## src/rtl/ntt_ctrl_pkg.sv

```systemverilog
// ---------------------------------------------------------------------------
// ntt_ctrl_pkg
// Shared definitions for the Kyber NTT sequencer:
//   - transform constants (N, LOGN, Q, NLAYERS, BF_PER_LAYER)
//   - sequencer FSM state encoding
//   - tw_index(): twiddle ROM index for a (layer, group, direction) triple
// ---------------------------------------------------------------------------
package ntt_ctrl_pkg;

    localparam int N            = 256;
    localparam int LOGN         = 8;
    localparam int Q            = 3329;
    localparam int NLAYERS      = 7;
    localparam int BF_PER_LAYER = 128;

    typedef enum logic [1:0] {
        ST_IDLE  = 2'd0,
        ST_RUN   = 2'd1,
        ST_DRAIN = 2'd2,
        ST_DONE  = 2'd3
    } state_e;

    // Forward walks the ROM upward from 128/len = 1<<layer; inverse walks it
    // downward from 256/len - 1 = (128>>layer) - 1, one entry per group.
    function automatic logic [6:0] tw_index(input logic [2:0] layer,
                                            input logic [6:0] group,
                                            input logic       inv);
        logic [7:0] base;
        logic [7:0] idx;
        if (inv) begin
            base = (8'd128 >> layer) - 8'd1;
            idx  = base - {1'b0, group};
        end else begin
            base = 8'd1 << layer;
            idx  = base + {1'b0, group};
        end
        return 7'(idx);
    endfunction

endpackage

```

## src/rtl/ntt_wr_pipe.sv

```systemverilog
// ---------------------------------------------------------------------------
// ntt_wr_pipe
// Fixed-depth delay line carrying {valid, addr_a, addr_b} from the read side
// to the write side so each result is written exactly DEPTH cycles after
// its operands were read.
//   clk, rst              clock, asynchronous active-high reset (valid bits only)
//   in_vld/in_addr_a/b    read-side strobe and addresses, sampled every cycle
//   out_vld/out_addr_a/b  write-side strobe and addresses (addresses 0 when idle)
// ---------------------------------------------------------------------------
module ntt_wr_pipe #(
    parameter int DEPTH = 5,
    parameter int AW    = 8
) (
    input  logic          clk,
    input  logic          rst,
    input  logic          in_vld,
    input  logic [AW-1:0] in_addr_a,
    input  logic [AW-1:0] in_addr_b,
    output logic          out_vld,
    output logic [AW-1:0] out_addr_a,
    output logic [AW-1:0] out_addr_b
);

    logic [DEPTH-1:0] vld_q, vld_d;
    logic [AW-1:0]    addr_a_q [DEPTH];
    logic [AW-1:0]    addr_a_d [DEPTH];
    logic [AW-1:0]    addr_b_q [DEPTH];
    logic [AW-1:0]    addr_b_d [DEPTH];

    always_comb begin
        vld_d[0]    = in_vld;
        addr_a_d[0] = in_addr_a;
        addr_b_d[0] = in_addr_b;
        for (int i = 1; i < DEPTH; i++) begin
            vld_d[i]    = vld_q[i-1];
            addr_a_d[i] = addr_a_q[i-1];
            addr_b_d[i] = addr_b_q[i-1];
        end
    end

    // Only the valid bits need clearing; stale addresses are masked at the output.
    always_ff @(posedge clk or posedge rst) begin
        if (rst) begin
            vld_q <= '0;
        end else begin
            vld_q <= vld_d;
        end
    end

    always_ff @(posedge clk) begin
        addr_a_q <= addr_a_d;
        addr_b_q <= addr_b_d;
    end

    assign out_vld    = vld_q[DEPTH-1];
    assign out_addr_a = vld_q[DEPTH-1] ? addr_a_q[DEPTH-1] : '0;
    assign out_addr_b = vld_q[DEPTH-1] ? addr_b_q[DEPTH-1] : '0;

endmodule

```

## src/rtl/ntt_ctrl.sv

```systemverilog
// ---------------------------------------------------------------------------
// ntt_ctrl
// Sequencer for a 256-point in-place Kyber NTT (CT butterflies) or inverse
// NTT (GS butterflies, halving in every layer). Seven layers of 128
// butterflies, one per cycle, with a PIPE-cycle drain between layers so the
// last write of a layer lands before the first read of the next.
//   clk, rst               clock, asynchronous active-high reset
//   start, inv             one-cycle request; inv selects inverse (sampled with start)
//   busy, done             transform in progress / one-cycle completion pulse
//   bf_ct                  butterfly mode, 1 = CT, 0 = GS
//   rd_en, rd_addr_a/b     operand read strobe and coefficient addresses
//   tw_addr                twiddle ROM index
//   wr_en, wr_addr_a/b     result write strobe and addresses (E to a, O to b)
// ---------------------------------------------------------------------------
module ntt_ctrl
    import ntt_ctrl_pkg::*;
#(
    parameter int LOGN    = 8,
    parameter int MEM_LAT = 1,
    parameter int BF_LAT  = 4
) (
    input  logic            clk,
    input  logic            rst,
    input  logic            start,
    input  logic            inv,
    output logic            busy,
    output logic            done,
    output logic            bf_ct,
    output logic            rd_en,
    output logic [LOGN-1:0] rd_addr_a,
    output logic [LOGN-1:0] rd_addr_b,
    output logic [LOGN-2:0] tw_addr,
    output logic            wr_en,
    output logic [LOGN-1:0] wr_addr_a,
    output logic [LOGN-1:0] wr_addr_b
);

    localparam int PIPE = MEM_LAT + BF_LAT;
    localparam int DW   = $clog2(PIPE + 1);
    localparam int LW   = $clog2(LOGN);

    state_e          state_q, state_d;
    logic [LW-1:0]   layer_q, layer_d;
    logic [LOGN-2:0] cnt_q,   cnt_d;
    logic [DW-1:0]   drain_q, drain_d;
    logic            inv_q,   inv_d;
    logic            bf_ct_q, bf_ct_d;

    logic [LW-1:0]   sh;
    logic [LOGN-1:0] len;
    logic [LOGN-2:0] grp;
    logic [LOGN-1:0] offs;
    logic [LOGN-1:0] addr_a;
    logic [LOGN-1:0] addr_b;

    always_ff @(posedge clk or posedge rst) begin
        if (rst) begin
            state_q <= ST_IDLE;
            layer_q <= '0;
            cnt_q   <= '0;
            drain_q <= '0;
            inv_q   <= 1'b0;
            bf_ct_q <= 1'b0;
        end else begin
            state_q <= state_d;
            layer_q <= layer_d;
            cnt_q   <= cnt_d;
            drain_q <= drain_d;
            inv_q   <= inv_d;
            bf_ct_q <= bf_ct_d;
        end
    end

    always_comb begin
        state_d = state_q;
        layer_d = layer_q;
        cnt_d   = cnt_q;
        drain_d = drain_q;
        inv_d   = inv_q;
        bf_ct_d = bf_ct_q;
        case (state_q)
            ST_IDLE: begin
                if (start) begin
                    inv_d   = inv;
                    bf_ct_d = ~inv;
                    layer_d = '0;
                    cnt_d   = '0;
                    state_d = ST_RUN;
                end
            end
            ST_RUN: begin
                cnt_d = cnt_q + (LOGN-1)'(1);
                if (&cnt_q) begin
                    // Counting PIPE-1 down to 0 gives exactly PIPE drain cycles.
                    drain_d = DW'(PIPE - 1);
                    state_d = ST_DRAIN;
                end
            end
            ST_DRAIN: begin
                if (drain_q == '0) begin
                    if (layer_q == LW'(NLAYERS - 1)) begin
                        state_d = ST_DONE;
                    end else begin
                        layer_d = layer_q + LW'(1);
                        cnt_d   = '0;
                        state_d = ST_RUN;
                    end
                end else begin
                    drain_d = drain_q - DW'(1);
                end
            end
            ST_DONE: begin
                state_d = ST_IDLE;
            end
            default: begin
                state_d = ST_IDLE;
            end
        endcase
    end

    // len = 1<<sh: forward halves the span each layer (128 down to 2),
    // inverse doubles it (2 up to 128). Group/offset are shift/mask of c.
    always_comb begin
        sh     = inv_q ? (layer_q + LW'(1)) : (LW'(LOGN - 1) - layer_q);
        len    = LOGN'(1) << sh;
        grp    = cnt_q >> sh;
        offs   = {1'b0, cnt_q} & (len - LOGN'(1));
        addr_a = ({1'b0, grp} << ({1'b0, sh} + (LW+1)'(1))) | offs;
        addr_b = addr_a | len;
    end

    assign rd_en     = (state_q == ST_RUN);
    assign busy      = (state_q == ST_RUN) || (state_q == ST_DRAIN);
    assign done      = (state_q == ST_DONE);
    assign bf_ct     = bf_ct_q;
    assign rd_addr_a = rd_en ? addr_a : '0;
    assign rd_addr_b = rd_en ? addr_b : '0;
    assign tw_addr   = rd_en ? tw_index(layer_q, grp, inv_q) : '0;

    ntt_wr_pipe #(
        .DEPTH (PIPE),
        .AW    (LOGN)
    ) u_wr_pipe (
        .clk        (clk),
        .rst        (rst),
        .in_vld     (rd_en),
        .in_addr_a  (addr_a),
        .in_addr_b  (addr_b),
        .out_vld    (wr_en),
        .out_addr_a (wr_addr_a),
        .out_addr_b (wr_addr_b)
    );

endmodule

```

## config.mk

```make
export PLATFORM = sky130hd
export DESIGN_NAME = ntt_ctrl
export DESIGN_NICKNAME = d
export VERILOG_FILES = /design/src/rtl/ntt_ctrl_pkg.sv /design/src/rtl/ntt_wr_pipe.sv /design/src/rtl/ntt_ctrl.sv
export SDC_FILE = /design/constraint.sdc
export NUM_CORES = 1
export LEC_CHECK = 0
export BUFFER_PORTS_ARGS = -buffer_cell sky130_fd_sc_hd__buf_4
export CAP_MARGIN = 0
export CORE_MARGIN = 2
export CORE_UTILIZATION = 59
export DETAILED_ROUTE_END_ITERATION = 7
export HOLD_SLACK_MARGIN = 0.1
export PLACE_DENSITY_LB_ADDON = 0.08
export SLEW_MARGIN = 30
export SYNTH_ARGS = -nofsm -noshare
export SYNTH_HDL_FRONTEND = slang
export SYNTH_SLANG_ARGS = --single-unit
```

## constraint.sdc

```tcl
create_clock -name clk -period 5.3 [get_ports clk]
set_input_delay 0.53 -clock clk [delete_from_list [all_inputs] [get_ports clk]]
set_output_delay 0.53 -clock clk [all_outputs]
set_load 0.02 [all_outputs]
```

Word-level counts from Yosys, hierarchy flattened
Cells that the tools add are included.

word-level totals
  bits in registers = 102

operators by class
  add/subtract/negate cells = 9
  equality and inequality tests = 9
  shift-type cells = 5
  muxes and demuxes = 23
  bitwise logic cells = 4
  reductions and logical operators = 12

operators by type and width
  cell                                                                 number
  7-bit two-way mux                                                    5
  8-bit two-way mux                                                    4
  7-bit one-hot mux with 3 select lines                                1
  3-bit two-way mux                                                    6
  8-bit bitwise OR                                                     2
  3-bit one-hot mux with 2 select lines                                2
  7-bit by 8-bit bitwise AND with 8-bit output                         1
  2-bit two-way mux                                                    4
  2-bit != test (second input constant)                                4
  2-bit one-hot mux with 4 select lines                                1
  4-bit AND reduction                                                  2
  1-bit by 3-bit << shifter with 8-bit output (first input constant)   1
  7-bit by 4-bit << shifter with 8-bit output                          1
  8-bit by 3-bit right shift with 7-bit output (first input constant)  1
  8-bit by 1-bit subtractor with 8-bit output (second input constant)  1
  7-bit by 1-bit adder with 7-bit output (second input constant)       1
  7-bit adder                                                          1
  7-bit AND reduction                                                  1
  1-bit by 3-bit << shifter with 7-bit output (first input constant)   1
  7-bit by 3-bit right shift with 7-bit output                         1
  7-bit by 1-bit subtractor with 7-bit output (second input constant)  1
  7-bit subtractor                                                     1
  3-bit AND reduction                                                  2
  3-bit by 1-bit adder with 4-bit output (second input constant)       1
  14 further kinds                                                     16

Depth between registers and ports, before layout
  word-level depth = 8
  mapped depth = 16
  depth with buffers taken out = 15

Modules after synthesis
From an unflattened synthesis, not the netlist that was laid out.

second synthesis, totals
  cell total of the unflattened synthesis = 463
  area total of the unflattened synthesis = 4579.4 µm²

by module, submodules not included
  module       times used  cells an instance  area each (µm²)  seq. area each (µm²)
  ntt_ctrl     1           360                2722.6           425.4
  ntt_wr_pipe  1           103                1856.8           1726.7

Worst setup path before layout
No wires, ideal clock.

  path kind = register to output
  start = register layer_q[1]
  end = output tw_addr[4]
  data arrival time = 3893 ps
  setup slack = 877 ps
  cell stages (with the launch flop) = 15
  buffers on the path = 2
  path through = dfrtp_1 > ha_1 > ha_1 > and2_2 > nor2_1 > buf_2 > buf_2 > nor2_1 > o21ai_0 > o21ai_0 > fa_1 > and3_1 > o41a_2 > xnor2_1 > o22ai_1

on the way
  longest elaborated chain between the ends = 6
  elaborated cells between the ends (all ways) = 11

RTL lines
  item                                                                                 line                source
  start, declared                                                                      ntt_ctrl.sv:43      logic [LW-1:0] layer_q, layer_d;
  start signal, assigned                                                               ntt_ctrl.sv:66      layer_q <= layer_d;
  branches (longest 4 deep; another with 7-bit by 1-bit subtractor with 7-bit output)  --
  7-bit two-way mux *                                                                  ntt_ctrl_pkg.sv:30  if (inv) begin
  7-bit two-way mux *                                                                  ntt_ctrl.sv:138     assign tw_addr = rd_en ? tw_index(layer_q, grp, inv_q) : '0;
  end, declared                                                                        ntt_ctrl.sv:32      output logic [LOGN-2:0] tw_addr,

Every way passes the cells marked *.

Worst setup path after layout
  start = register layer_q[2]
  end = output tw_addr[6]

The elaborated chain is that of the path after synthesis.

==> summary.md <==
| Metric | Value |
|---|---|
| Slew Limit Headroom | `44.3%` |
| RSZ-0062 raised after global routing | `no` |
| Clk slew on worst S/H paths | `0.11 ns` |
| Final Hold Violating Endpoints | `0` |
| Critical Path RT | `4.77 ns` |
| Clk sink count | `102` |
| Max-slew violation count | `0` |
| Combinational share of power | `56.2%` |
| VDD IR-drop max | `0.379 mV` |
| Antenna diodes | `0` |
| Crit path launch type | `flip-flop` |
| Synth unique cells | `81` |
| Worst path slowest cell | `dfrtp_1` |
| Largest net degree at the start of global routing | `34` |
| Worst Hold Class | `in2async` |
| Port Buf Inserts | `47` |
| Number of cell rows | `33` |
| Final Wtd Congestion | `0.987` |
| Clk buf depth | `2` |
| Worst Skew | `0.0178 ns` |
| Crit Path Class | `reg2out` |
| Status | `finished, final reports clean` |
| WHS | `0.221 ns` |
| Clock power frac | `11.8%` |
| Die Wd | `95.6 um` |
| R2R Setup Slk | `2.07 ns` |
| Filler cell count | `659` |
| NetSw | `1.75 mW` |
| Post-DP HPWL | `8640 um` |
| Least-Margin Pin Slew | `0.830 ns` |
| Post-Synth Simple-Gate Area | `17.1%` |
| Leading register cell type out of synthesis | `dfxtp_1` |
| Post-route setup TNS | `0 ns` |
| Mapped cell area | `0.00495 mm^2` |
| Critical Path AT | `4.29 ns` |
| Post-Synth Adder-Cell Area | `7.28%` |
| Nets | `588` |
| CTS Hold Bufs | `0` |
| Crit path capture type | `output port` |
| Post-CTS Setup Inserts | `0` |
| Worst Path Max Fanout | `18` |
| Drt pass-1 iters | `5` |
| TritonCTS clock tree | `done` |
| Sequential element share of the synthesized area | `43.5%` |
| WL/cell | `17.5 um` |
| Vias | `4033` |
| Xor/xnor share of the synthesized area | `3.36%` |
| Flop pwr share | `32.0%` |
| Die Span Y | `95.6 um` |
| Worst skew pair latency | `0.36 ns` |
| Layout cells sized above 1 | `19.7%` |
| Final wirelength | `11700 um` |
| Crit-path cells | `ha_1 > and2_2 > nor2_1 > buf_4 > nor2_1 > o21ai_0 > o21ai_0 > fa_1 > o41ai_1 > o22ai_1 > or3_1 > o211ai_2 > buf_4` |
| Max-cap violation count | `0` |
| Synthesis-stage register bit count | `102` |
| Worst path max stage delay | `0.70 ns` |
| Number of flops mapped to enable cells by yosys | `0` |
| Syn avg cell area | `9.57 um^2` |
| Leakage power | `2.40 nW` |
| I/O pin count | `48` |
| Minimum clock period | `4.82 ns` |
| Number of global-route vias before repair | `3782` |
| Cell count after synthesis | `517` |
| Initial antenna violation count | `0` |
| Period utilization | `90.9%` |
| Pint | `2.04 mW` |
| GRT Total Usage | `26.7%` |
| Final ANT Viol Nets | `0` |
| Total congestion overflow | `0` |
| Starting Density | `60.5%` |
| Final setup fails | `0` |
| Multiplexer area fraction after synthesis | `2.86%` |
| Root Buffer | `clkbuf_8` |
| Largest family of logic cells by synthesized area | `compound AO/OA/AOI/OAI gates` |
| Bufs and invs on worst path | `2` |
| R2R depth | `11` |
| DRC | `0` |
| Ys async rst share | `21.6%` |
| Syn_nets | `547` |
| H-tree depth | `3` |
| Cell family with most CP delay | `compound AO/OA/AOI/OAI gates` |
| Worst reg2reg path startpoint | `layer_q[1]$_DFFE_PP0P_` |
| F_max | `207 MHz` |
| RR Endpoint | `u_wr_pipe.addr_b_d[29]$_DFF_P_` |
| Synth Area in Compound Gates | `20.7%` |
| First-pass GRT wire length | `18500 um` |
| Placeable Area | `0.00818 mm^2` |
| Die area | `0.00914 mm^2` |
| Layout area overhead | `11.5%` |
| Pwr dens | `686 mW/mm^2` |
| Synth Warn # | `0` |
| Post-CTS Resized | `0` |
| TritonCTS buffer count | `9` |
| Initial drt markers | `369` |
| Sw Ratio | `46.2%` |
| Vias/cell | `6.04` |
| Pwr Total | `3.78 mW` |
## synthesized netlist by cell type (5+ instances only)
master,instances,share of area (%)
xor2_1,6,1.1
inv_1,23,1.7
nor2_1,36,2.7
dfrtp_1,22,11
nand4_1,5,0.63
nand2_1,34,2.6
and3_1,5,0.63
o21ai_0,27,2.7
o211ai_1,5,0.76
ha_1,24,6.1
nor3_1,7,0.71
nand3_1,11,1.1
a211oi_2,6,1.5
buf_2,6,0.61
a31oi_1,5,0.63
o22ai_1,9,1.1
a21oi_1,29,2.9
dfxtp_1,80,32
and2_1,29,3.7
o21a_1,7,1.1
mux2i_1,8,1.6
or2_2,6,0.76
xnor2_1,13,2.3
clkbuf_1,11,0.83
a211oi_1,7,1.1
## per-layer routing
metal  global-route usage, %  vias to the layer above  routed length (um)
li1                        -                     1919                   -
met1                    32.8                     1888                4740
met2                    44.2                      185                5620
met3                    4.66                       41                 794
met4                    14.6                        0                 515
met5                       0                        -                   0
## power groups by stage
stage	clock [mW]	combinational [mW]	sequential, mW
6_report	0.447	2.13	1.21
5_1_grt	0.490	2.31	1.25
4_1_cts	0.463	2.10	1.22
3_5_place_dp	0	2.09	1.23
3_3_place_gp	0	2.08	1.21
2_1_floorplan	0	1.55	1.17
## worst reg2reg max path: cells and delay by family, from the launching register on
family,cells,cell delay (ns)
flip-flops,1,0.50
buffers and inverters,2,0.25
adder cells (fa/ha/maj),2,0.78
AND/OR/NAND/NOR,2,0.51
AO/OA/AOI/OAI,5,1.06
## placed cells by master, fill, tap and decap left out, types with 4 or more instances in the layout
cell	instances
a211oi_1	7
a211oi_2	6
a21oi_1	29
a31oi_1	5
and2_1	29
and3_1	5
buf_4	56
clkbuf_8	9
dfrtp_1	22
dfxtp_1	80
ha_1	24
inv_1	22
mux2i_1	8
nand2_1	34
nand2b_1	4
nand3_1	11
nand4_1	5
nor2_1	36
nor3_1	7
o211ai_1	5
o21a_1	7
o21ai_0	27
o22ai_1	9
or2_2	6
or3_1	4
xnor2_1	13
xor2_1	6
## registers in the layout, indices dropped and copies added, names as in the netlist
signal and count:
u_wr_pipe.vld_q 5, bf_ct 1, cnt_q 7, u_wr_pipe.addr_a_q 8, u_wr_pipe.addr_a_d 32, layer_q 3
inv_q 1, state_q 2, u_wr_pipe.addr_b_d 32, u_wr_pipe.addr_b_q 8, drain_q 3
## per-stage QoR
stage,util [%],setup slack [ns],std cells,cell area [um^2]
after floorplan,-,0.877,517,4950
after global placement,65.3,1.01,652,5340
after detailed placement,65.3,0.922,652,5340
after CTS,67.5,0.500,668,5520
after global routing,67.5,0.0984,668,5520
final,67.5,0.480,668,5520
## how the worst max path moves through the flow
stage / from / slack (ns) / to / cells after the start
after global placement: layer_q[1]$_DFFE_PP0P_ / 1.01 / tw_addr[6] / 15
final: layer_q[2]$_DFFE_PP0P_ / 0.48 / tw_addr[6] / 13
after CTS: layer_q[2]$_DFFE_PP0P_ / 0.50 / tw_addr[6] / 13
after detailed placement: layer_q[2]$_DFFE_PP0P_ / 0.92 / tw_addr[6] / 13
after floorplan: layer_q[1]$_DFFE_PP0P_ / 0.88 / tw_addr[4] / 14
after global routing: layer_q[2]$_DFFE_PP0P_ / 0.1 / tw_addr[6] / 13
## cell type report
class | count | area [um^2] | area share [%]
multi-input cells | 363 | 2530 | 45.9
flip-flops and latches | 102 | 2150 | 39.0
repair buffers | 56 | 420 | 7.62
well taps | 105 | 131 | 2.38
clock buffers | 10 | 128 | 2.31
inverters | 26 | 97.6 | 1.77
clock inverters | 6 | 53.8 | 0.975
## cells by family after synthesis
| logic type | after synthesis |
|---|---|
| compound gates | 141 |
| xor+xnor | 19 |
| fa+ha+maj | 28 |
| buf+inv | 52 |
| flops | 102 |
| mux | 13 |
| simple gates | 162 |
Power figures use the tool's default switching activity.
